File: src/rtl/bus_rr_arbiter_if.sv
// Shared bus between NUM_MASTERS masters and NUM_SLAVES slaves.
// master modport: the environment side (masters drive requests, slaves drive read data).
// slave modport : the arbiter/fabric side (drives grants, decoded slave controls, read return).
// Signals: m_req/m_wr/m_addr/m_dout per master (packed, master k at [k*W +: W]),
//          s_dout per slave (packed), m_grant one-hot, m_din read broadcast,
//          m_err unmapped pulse, s_sel/s_addr/s_wr/s_din slave-side access.
interface bus_rr_arbiter_if #(
    parameter int unsigned NUM_MASTERS = 2,
    parameter int unsigned NUM_SLAVES  = 2,
    parameter int unsigned AW          = 16,
    parameter int unsigned DW          = 64
);
    logic [NUM_MASTERS-1:0]    m_req;
    logic [NUM_MASTERS-1:0]    m_wr;
    logic [NUM_MASTERS*AW-1:0] m_addr;
    logic [NUM_MASTERS*DW-1:0] m_dout;
    logic [NUM_SLAVES*DW-1:0]  s_dout;
    logic [NUM_MASTERS-1:0]    m_grant;
    logic [DW-1:0]             m_din;
    logic                      m_err;
    logic [NUM_SLAVES-1:0]     s_sel;
    logic [AW-1:0]             s_addr;
    logic                      s_wr;
    logic [DW-1:0]             s_din;

    modport master (
        output m_req, m_wr, m_addr, m_dout, s_dout,
        input  m_grant, m_din, m_err, s_sel, s_addr, s_wr, s_din
    );

    modport slave (
        input  m_req, m_wr, m_addr, m_dout, s_dout,
        output m_grant, m_din, m_err, s_sel, s_addr, s_wr, s_din
    );
endinterface

File: src/rtl/bus_rr_arbiter.sv
// Round-robin arbitrated shared bus: NUM_MASTERS masters onto NUM_SLAVES slaves.
// Ports: clk, reset (synchronous, active-high), bus (slave modport of bus_rr_arbiter_if).
// Grant and m_err are registered; slave-side controls are combinational from the owner;
// read data returns through a registered slave index so it aligns with sync-read memories.
module bus_rr_arbiter #(
    parameter int unsigned NUM_MASTERS = 2,
    parameter int unsigned NUM_SLAVES  = 2,
    parameter int unsigned AW          = 16,
    parameter int unsigned DW          = 64,
    parameter int unsigned SPAN_BITS   = 5,
    parameter int unsigned MAX_HOLD    = 0
) (
    input  logic            clk,
    input  logic            reset,
    bus_rr_arbiter_if.slave bus
);
    localparam int unsigned MW = (NUM_MASTERS > 1) ? $clog2(NUM_MASTERS) : 1;
    localparam int unsigned SW = (NUM_SLAVES > 1) ? $clog2(NUM_SLAVES) : 1;
    localparam int unsigned HW = (MAX_HOLD > 1) ? $clog2(MAX_HOLD) : 1;
    localparam int unsigned IW = AW - SPAN_BITS;

    typedef enum logic {
        ST_IDLE  = 1'b0,
        ST_OWNED = 1'b1
    } state_t;

    state_t                 r_state, w_state_nxt;
    logic [MW-1:0]          r_owner, w_owner_nxt;
    logic [MW-1:0]          r_last, w_last_nxt;
    logic [HW-1:0]          r_hold, w_hold_nxt;
    logic [NUM_MASTERS-1:0] r_grant, w_grant_nxt;
    logic                   r_rd_vld;
    logic [SW-1:0]          r_rd_idx;
    logic                   r_err;

    logic                   w_owned;
    logic                   w_acc;
    logic                   w_mapped;
    logic                   w_wr_req;
    logic                   w_force;
    logic                   w_hold_sat;
    logic [MW:0]            w_pick;
    logic [IW-1:0]          w_idx;
    logic [AW-1:0]          w_addr;
    logic [DW-1:0]          w_wdata;
    logic [NUM_SLAVES-1:0]  w_sel;

    // First requester after 'base' (wrapping), looking at most 'span' positions ahead.
    // Returns {found, index}.
    function automatic logic [MW:0] rr_pick(input logic [NUM_MASTERS-1:0] req,
                                            input logic [MW-1:0]          base,
                                            input int unsigned            span);
        logic [MW:0] res;
        int unsigned j;
        res = '0;
        for (int unsigned i = 1; i <= NUM_MASTERS; i++) begin
            j = (32'(base) + i) % NUM_MASTERS;
            if (!res[MW] && (i <= span) && req[MW'(j)]) begin
                res = {1'b1, MW'(j)};
            end
        end
        return res;
    endfunction

    // Owner mux and address decode
    always_comb begin
        w_owned  = (r_state == ST_OWNED);
        w_addr   = '0;
        w_wdata  = '0;
        w_wr_req = 1'b0;
        w_acc    = 1'b0;
        if (w_owned) begin
            w_addr   = bus.m_addr[32'(r_owner)*AW +: AW];
            w_wdata  = bus.m_dout[32'(r_owner)*DW +: DW];
            w_wr_req = bus.m_wr[r_owner];
            w_acc    = bus.m_req[r_owner];
        end
        w_idx    = w_addr[AW-1:SPAN_BITS];
        w_mapped = w_acc && (32'(w_idx) < NUM_SLAVES);
    end

    // One-hot slave select, only for a live mapped access
    always_comb begin
        w_sel = '0;
        for (int unsigned i = 0; i < NUM_SLAVES; i++) begin
            w_sel[i] = w_mapped && (32'(w_idx) == i);
        end
    end

    // Arbiter next state: hold, release/handover, forced handover
    always_comb begin
        w_state_nxt = r_state;
        w_owner_nxt = r_owner;
        w_last_nxt  = r_last;
        w_hold_nxt  = r_hold;
        w_pick      = '0;
        w_force     = (MAX_HOLD > 0) && (32'(r_hold) == MAX_HOLD - 1);
        w_hold_sat  = (MAX_HOLD == 0) || (32'(r_hold) >= MAX_HOLD - 1);

        case (r_state)
            ST_IDLE: begin
                w_pick = rr_pick(bus.m_req, r_last, NUM_MASTERS);
                if (w_pick[MW]) begin
                    w_state_nxt = ST_OWNED;
                    w_owner_nxt = w_pick[MW-1:0];
                    w_hold_nxt  = '0;
                end
            end
            ST_OWNED: begin
                // Candidates exclude the current owner in both release and forced cases.
                w_pick = rr_pick(bus.m_req, r_owner, NUM_MASTERS - 1);
                if (!bus.m_req[r_owner]) begin
                    w_last_nxt = r_owner;
                    w_hold_nxt = '0;
                    if (w_pick[MW]) begin
                        w_owner_nxt = w_pick[MW-1:0];
                    end else begin
                        w_state_nxt = ST_IDLE;
                    end
                end else if (w_force && w_pick[MW]) begin
                    w_last_nxt  = r_owner;
                    w_owner_nxt = w_pick[MW-1:0];
                    w_hold_nxt  = '0;
                end else if (!w_hold_sat) begin
                    w_hold_nxt = r_hold + HW'(1);
                end
            end
            default: begin
                w_state_nxt = ST_IDLE;
            end
        endcase

        w_grant_nxt = '0;
        if (w_state_nxt == ST_OWNED) begin
            w_grant_nxt[w_owner_nxt] = 1'b1;
        end
    end

    // State, grant, read-return and error registers
    always_ff @(posedge clk) begin
        if (reset) begin
            r_state  <= ST_IDLE;
            r_owner  <= '0;
            r_last   <= MW'(NUM_MASTERS - 1);
            r_hold   <= '0;
            r_grant  <= '0;
            r_rd_vld <= 1'b0;
            r_rd_idx <= '0;
            r_err    <= 1'b0;
        end else begin
            r_state  <= w_state_nxt;
            r_owner  <= w_owner_nxt;
            r_last   <= w_last_nxt;
            r_hold   <= w_hold_nxt;
            r_grant  <= w_grant_nxt;
            r_rd_vld <= w_mapped && !w_wr_req;
            r_rd_idx <= SW'(w_idx);
            r_err    <= w_acc && !w_mapped;
        end
    end

    assign bus.m_grant = r_grant;
    assign bus.m_err   = r_err;
    assign bus.s_sel   = w_sel;
    assign bus.s_addr  = w_addr;
    assign bus.s_din   = w_wdata;
    assign bus.s_wr    = w_mapped && w_wr_req;
    assign bus.m_din   = r_rd_vld ? bus.s_dout[32'(r_rd_idx)*DW +: DW] : '0;
endmodule
File: src/flat_wrapper.sv
// flat-port wrapper written by rule: the top's interface ports become plain ports
module bus_rr_arbiter_flat 
#(
    parameter int unsigned NUM_MASTERS = 2,
    parameter int unsigned NUM_SLAVES  = 2,
    parameter int unsigned AW          = 16,
    parameter int unsigned DW          = 64,
    parameter int unsigned SPAN_BITS   = 5,
    parameter int unsigned MAX_HOLD    = 0
)
  (clk, reset, bus_m_req, bus_m_wr, bus_m_addr, bus_m_dout, bus_s_dout, bus_m_grant, bus_m_din, bus_m_err, bus_s_sel, bus_s_addr, bus_s_wr, bus_s_din);
  bus_rr_arbiter_if #(.NUM_MASTERS(NUM_MASTERS), .NUM_SLAVES(NUM_SLAVES), .AW(AW), .DW(DW)) bus_i ();
  input  logic clk;
  input  logic reset;
  input wire logic [$bits(bus_i.m_req)-1:0] bus_m_req;
  input wire logic [$bits(bus_i.m_wr)-1:0] bus_m_wr;
  input wire logic [$bits(bus_i.m_addr)-1:0] bus_m_addr;
  input wire logic [$bits(bus_i.m_dout)-1:0] bus_m_dout;
  input wire logic [$bits(bus_i.s_dout)-1:0] bus_s_dout;
  output wire logic [$bits(bus_i.m_grant)-1:0] bus_m_grant;
  output wire logic [$bits(bus_i.m_din)-1:0] bus_m_din;
  output wire logic [$bits(bus_i.m_err)-1:0] bus_m_err;
  output wire logic [$bits(bus_i.s_sel)-1:0] bus_s_sel;
  output wire logic [$bits(bus_i.s_addr)-1:0] bus_s_addr;
  output wire logic [$bits(bus_i.s_wr)-1:0] bus_s_wr;
  output wire logic [$bits(bus_i.s_din)-1:0] bus_s_din;
  assign bus_i.m_req = bus_m_req;
  assign bus_i.m_wr = bus_m_wr;
  assign bus_i.m_addr = bus_m_addr;
  assign bus_i.m_dout = bus_m_dout;
  assign bus_i.s_dout = bus_s_dout;
  assign bus_m_grant = bus_i.m_grant;
  assign bus_m_din = bus_i.m_din;
  assign bus_m_err = bus_i.m_err;
  assign bus_s_sel = bus_i.s_sel;
  assign bus_s_addr = bus_i.s_addr;
  assign bus_s_wr = bus_i.s_wr;
  assign bus_s_din = bus_i.s_din;
  bus_rr_arbiter #(.NUM_MASTERS(NUM_MASTERS), .NUM_SLAVES(NUM_SLAVES), .AW(AW), .DW(DW), .SPAN_BITS(SPAN_BITS), .MAX_HOLD(MAX_HOLD)) u_core (.clk(clk), .reset(reset), .bus(bus_i));
endmodule
File: config.mk
export PLATFORM = sky130hd
export DESIGN_NAME = bus_rr_arbiter_flat
export DESIGN_NICKNAME = d
export VERILOG_FILES = /design/src/rtl/bus_rr_arbiter_if.sv /design/src/rtl/bus_rr_arbiter.sv /design/src/flat_wrapper.sv
export SDC_FILE = /design/constraint.sdc
export NUM_CORES = 1
export LEC_CHECK = 0
export CAP_MARGIN = 20
export CORE_AREA = 2 2 171 173
export CTS_CLUSTER_SIZE = 28
export DETAILED_ROUTE_END_ITERATION = 12
export DIE_AREA = 0 0 173 175
export GPL_ROUTABILITY_DRIVEN = 0
export PLACE_DENSITY = 0.54
export SLEW_MARGIN = 10
export SYNTH_ARGS = -nofsm -noshare
export SYNTH_HDL_FRONTEND = slang
export SYNTH_SLANG_ARGS = --single-unit
File: constraint.sdc
create_clock -name clk -period 2.4 [get_ports clk]
set_input_delay 0.48 -clock clk [delete_from_list [all_inputs] [get_ports clk]]
set_output_delay 0.48 -clock clk [all_outputs]
set_load 0.02 [all_outputs]
# Word-level counts from Yosys, hierarchy flattened

Index checks and enable logic that the tools add are counted.

Register bits after elaboration: 8
Input port bits: 294
Output and inout port bits: 150
Logic and storage cells: 69

Add/subtract/negate cells: 3
Magnitude comparators: 7
Equal/unequal tests: 1
Shift operators: 3
Mux-type cells: 31
Bitwise logic cells: 3
Reductions and logical operators: 14

Operators by type and width:

| cell                                                         | count |
|---|---|
| variable part select 128 x 8 -> 64 bit                       | 2 |
| 2-to-1 mux 64 bit                                            | 2 |
| variable part select 32 x 6 -> 16 bit                        | 1 |
| 2-to-1 mux 1 bit                                             | 19 |
| 2-to-1 mux 16 bit                                            | 1 |
| 2-to-1 mux 2 bit                                             | 6 |
| equality test 11 x 1 -> 1 bit (second input constant)        | 1 |
| logical NOT 11 bit                                           | 1 |
| less-than comparator 11 x 2 -> 1 bit (second input constant) | 1 |
| less-than comparator 1 x 2 -> 1 bit (second input constant)  | 5 |
| logical AND 1 bit                                            | 8 |
| one-hot mux 1 bit (2 select lines)                           | 2 |
| adder 1 bit (second input constant)                          | 3 |
| logical NOT 1 bit                                            | 3 |
| NOT 1 bit                                                    | 3 |
| AND reduction 2 bit                                          | 1 |
| OR reduction 2 bit                                           | 1 |
| demux 1 bit (select 1 bit)                                   | 1 |
| greater-or-equal comparator 1 bit (second input constant)    | 1 |

# Longest topological paths before layout

Word-level depth: 15
Depth in mapped cells: 5
Mapped depth without buffers: 4

# Least setup slack after synthesis

Ideal clock, no wire load.

Path kind: input to output
Start: in bus_m_addr[8]
End: out bus_s_wr
Arrival: 1859 ps
Required time: 1920 ps
Setup slack: 61 ps
Stages on the path: 4
Path buffers: 0
Cell sequence: or4_4 > nor4_4 > o221ai_2 > nor3_1

Longest elaborated chain between the ends: 5

Ends and longest elaborated chain:

| item                                  | line                  | source |
|---|---|---|
| start: declaration                    | flat_wrapper.sv:17    | `input wire logic [$bits(bus_i.m_addr)-1:0] bus_m_addr;` |
| variable part select 32 x 6 -> 16 bit | bus_rr_arbiter.sv:73  | `w_addr = bus.m_addr[32'(r_owner)*AW +: AW];` |
| 2-to-1 mux 16 bit                     | bus_rr_arbiter.sv:72  | `if (w_owned) begin` |
| less-than comparator 11 x 2 -> 1 bit  | bus_rr_arbiter.sv:79  | `w_mapped = w_acc && (32'(w_idx) < NUM_SLAVES);` |
| logical AND 1 bit                     | bus_rr_arbiter.sv:79  |  |
| logical AND 1 bit                     | bus_rr_arbiter.sv:167 | `assign bus.s_wr = w_mapped && w_wr_req;` |
| end: declaration                      | flat_wrapper.sv:25    | `output wire logic [$bits(bus_i.s_wr)-1:0] bus_s_wr;` |

No other way between the ends.

# Worst setup path in the final report

Start: in bus_m_addr[15]
End: out bus_s_sel[0]

Longest elaborated chain between the ends: 5
Elaborated cells between the ends (all ways): 6
Classes of those cells: order compare: 1; shift: 1; mux: 1; reduce/logical: 3

Ends and longest elaborated chain:

| item                                      | line                 | source |
|---|---|---|
| variable part select 32 x 6 -> 16 bit (*) | bus_rr_arbiter.sv:73 |  |
| 2-to-1 mux 16 bit (*)                     | bus_rr_arbiter.sv:72 |  |
| less-than comparator 11 x 2 -> 1 bit      | bus_rr_arbiter.sv:79 |  |
| logical AND 1 bit                         | bus_rr_arbiter.sv:79 |  |
| logical AND 1 bit (*)                     | bus_rr_arbiter.sv:86 | `w_sel[i] = w_mapped && (32'(w_idx) == i);` |
| end: declaration                          | flat_wrapper.sv:23   | `output wire logic [$bits(bus_i.s_sel)-1:0] bus_s_sel;` |

Every way passes the cells marked *; elsewhere a longest branch is shown, timed or not.

==> impl_metrics.env <==
export IMPL_arrival_ns=2.04
export IMPL_synth_nets=661
export IMPL_tightest_slew_ns=0.354
export IMPL_root_buffer="clkbuf_16"
export IMPL_synth_area_per_cell_um2=7.90
export IMPL_drt_total_wl_mm=20.8
export IMPL_rsz0062_at_grt="true"
export IMPL_finalCritPeriodShare=1.05
export IMPL_die_height_um=175
export IMPL_grt_max_degree=66
export IMPL_start_util=0.102
export IMPL_netlist_area_leader_share=0.494
export IMPL_finalHoldViolCount=0
export IMPL_multi_input_area_um2=2640
export IMPL_drcViolationCount=0
export IMPL_n_antenna_cell=0
export IMPL_post_dp_cell_area_um2=8020
export IMPL_gr_total_overflow=0
export IMPL_dp_hpwl_mm=18.6
export IMPL_setup_viol=3
export IMPL_ys_warn_count=0
export IMPL_dieArea_um2=30300
export IMPL_final_util=0.290
export IMPL_hold_buffers=0
export IMPL_most_common_layout_cells="clkdlybuf4s50_1 (376), nor2b_1 (143), mux2i_1 (141), buf_4 (38), dlymetal6s2s_1 (25)"
export IMPL_num_vias=4285
export IMPL_max_cap_violations=0
export IMPL_final_common_cell="clkdlybuf4s50_1"
export IMPL_core_area_um2=28400
export IMPL_cp_data_required_time_ns=1.92
export IMPL_htree_levels=1
export IMPL_post_route_min_period_ns=2.52
export IMPL_hp_class="flip-flop to flip-flop"
export IMPL_clk_latency_ns=0.23
export IMPL_rr_worst_depth=6
export IMPL_place_ws_ns=-0.516
export IMPL_portBuffers=443
export IMPL_cts_buffers=3
export IMPL_cp_end_kind="output pin"
export IMPL_clock_skew_ns=0.00134
export IMPL_powerDensity_nw_per_um2=204
export IMPL_grt_pass1_vias=4468
export IMPL_whs_endpoint="u_core.r_last"
export IMPL_drtIter0Drc=65
export IMPL_nets=1106
export IMPL_netlist_instances=367
export IMPL_ant_nets=0
export IMPL_yosysSeqAreaShare=0.0552
export IMPL_start_kind="input port"
export IMPL_finalNonFillerCells=1194
export IMPL_crit_type="input port to output pin"
export IMPL_leakage_uw=0.00324
export IMPL_fin_ws_ns=-0.119
export IMPL_synthDistinctLibCells=27
export IMPL_reg2reg_to="u_core.r_rd_vld"
export IMPL_grt_pass1_wl_mm=29.5
export IMPL_yosys_top_cells_area="mux2i_1 (49%), nor2b_1 (31%), dfxtp_1 (5.5%)"
export IMPL_synth_seq_cells=8
export IMPL_drv_slew=0
export IMPL_antenna_found_initial=1
export IMPL_clock_sinks=8
export IMPL_min_from="u_core.r_last"
export IMPL_critical_path_max_fanout=5
export IMPL_viasPerCell=3.59
export IMPL_cts_tree="yes"
export IMPL_fp_row_count=62
export IMPL_fmax_mhz=397
export IMPL_final_cell_area_um2=8230
export IMPL_area_growth_pct=184
export IMPL_dr_pass1_iters=4
export IMPL_io_pins=444
export IMPL_track_usage=0.127
export IMPL_synth_top_area_cell="mux2i_1"
export IMPL_regToRegSetupSlack_ns=0.65
export IMPL_ir_drop_uv=151
export IMPL_violations="negative setup slack"
export IMPL_die_width_um=173
export IMPL_hold_path_cell_count=2
export IMPL_seqCellArea_um2=169
export IMPL_dp_cells=1189
export IMPL_clk_path_buf_depth=2
export IMPL_avgRoutedWirePerCell_um=17.4
export IMPL_outcome="finished with violations"
export IMPL_drive_above_1_share=0.101
export IMPL_rr_startpoint="u_core.r_owner"
export IMPL_whs_ns=0.517
export IMPL_syn_area_um2=2900
export IMPL_slew_headroom=0.763
export IMPL_clk_pin_slew_ns=0.04
export IMPL_num_fill_cells=3083
[flip-flops by register name (all words and copies together) (netlist names)]
signal              flops
u_core.r_owner          1
u_core.r_rd_vld         1
u_core.bus.m_err        1
u_core.r_last           1
u_core.bus.m_grant      2
u_core.r_rd_idx         1
u_core.r_state          1
[worst max path at each step]
stage,start,to,slack [ns],cells after the start
after CTS,bus_m_addr[11],bus_s_sel[1],-0.18,7
final,bus_m_addr[15],bus_s_sel[0],-0.12,7
after detailed placement,bus_m_addr[8],bus_s_sel[0],-0.52,7
after global routing,bus_m_addr[11],bus_s_sel[0],-0.19,7
after global placement,bus_m_addr[8],bus_s_sel[0],-0.48,7
after floorplan,bus_m_addr[8],bus_s_wr,0.06,4
[layout make-up]
class / count / share of cell area
Timing Repair Buffer: 474 / 0.590
Multi-Input combinational cell: 323 / 0.321
Tap cell: 384 / 0.0584
Sequential cell: 8 / 0.0205
Clock buffer: 3 / 0.00913
Inverter: 2 / 0.000913
[worst max-delay path, stage by stage]
cell and delay [ns]:
dlygate4sd2_1 0.25, or4_1 0.41, nand3b_1 0.20, o221ai_4 0.20, nor3_2 0.25, buf_4 0.15
buf_12 0.10
[synthesized netlist by cell type]
cell type,n
a21oi_1,3
a22oi_1,1
a311oi_1,1
and3_1,1
buf_1,1
buf_2,15
buf_4,1
clkbuf_1,17
dfxtp_1,8
inv_1,2
mux2_2,3
mux2i_1,143
nand2_1,7
nand2b_1,1
nand3b_1,1
nor2_1,5
nor2b_1,143
nor3_1,3
nor3b_1,2
nor4_1,2
nor4_4,1
nor4b_2,1
o21bai_1,1
o221ai_2,1
or2_2,1
or4_1,1
or4_4,1
[what timing repair did]
item                                    in CTS  in global routing
gates cloned                                 0                  1
endpoints found under the hold margin        0                  0
resized for setup                           42                 31
endpoints found under the setup margin       9                 35
pin swaps                                   10                 10
buffers inserted                             0                  1
[where the power goes]
| group | internal [µW] | total (µW) | switching [µW] | leakage [µW] |
|---|---|---|---|---|
| clock | 215 | 279 | 64.2 | 0.0000370 |
| sequential | 141 | 151 | 9.97 | 0.0000675 |
| combinational | 772 | 1250 | 477 | 0.00313 |
[metrics by stage]
stage	total power [µW]	TNS, ns
6_report	1680	-0.251
5_1_grt	1780	-0.476
4_1_cts	1720	-0.416
3_5_place_dp	1430	-1.55
3_3_place_gp	1430	-1.48
2_1_floorplan	596	0
[routing by layer]
metal  routed length, µm  vias to the layer above  GRT usage
met5                   0                        -          0
met4                  68                        0     0.0102
met3                1630                        4     0.0307
met2               10700                      258      0.244
met1                8400                     1889      0.148
li1                    -                     2134          -
[cell families after synthesis]
family	synth area share
and+or+nand+nor	0.367
muxes	0.505
buffers and inverters	0.0544
DFF	0.0552
AOI/OAI and AO/OA	0.0185
No activity file was read; power rests on OpenSTA's default activity.
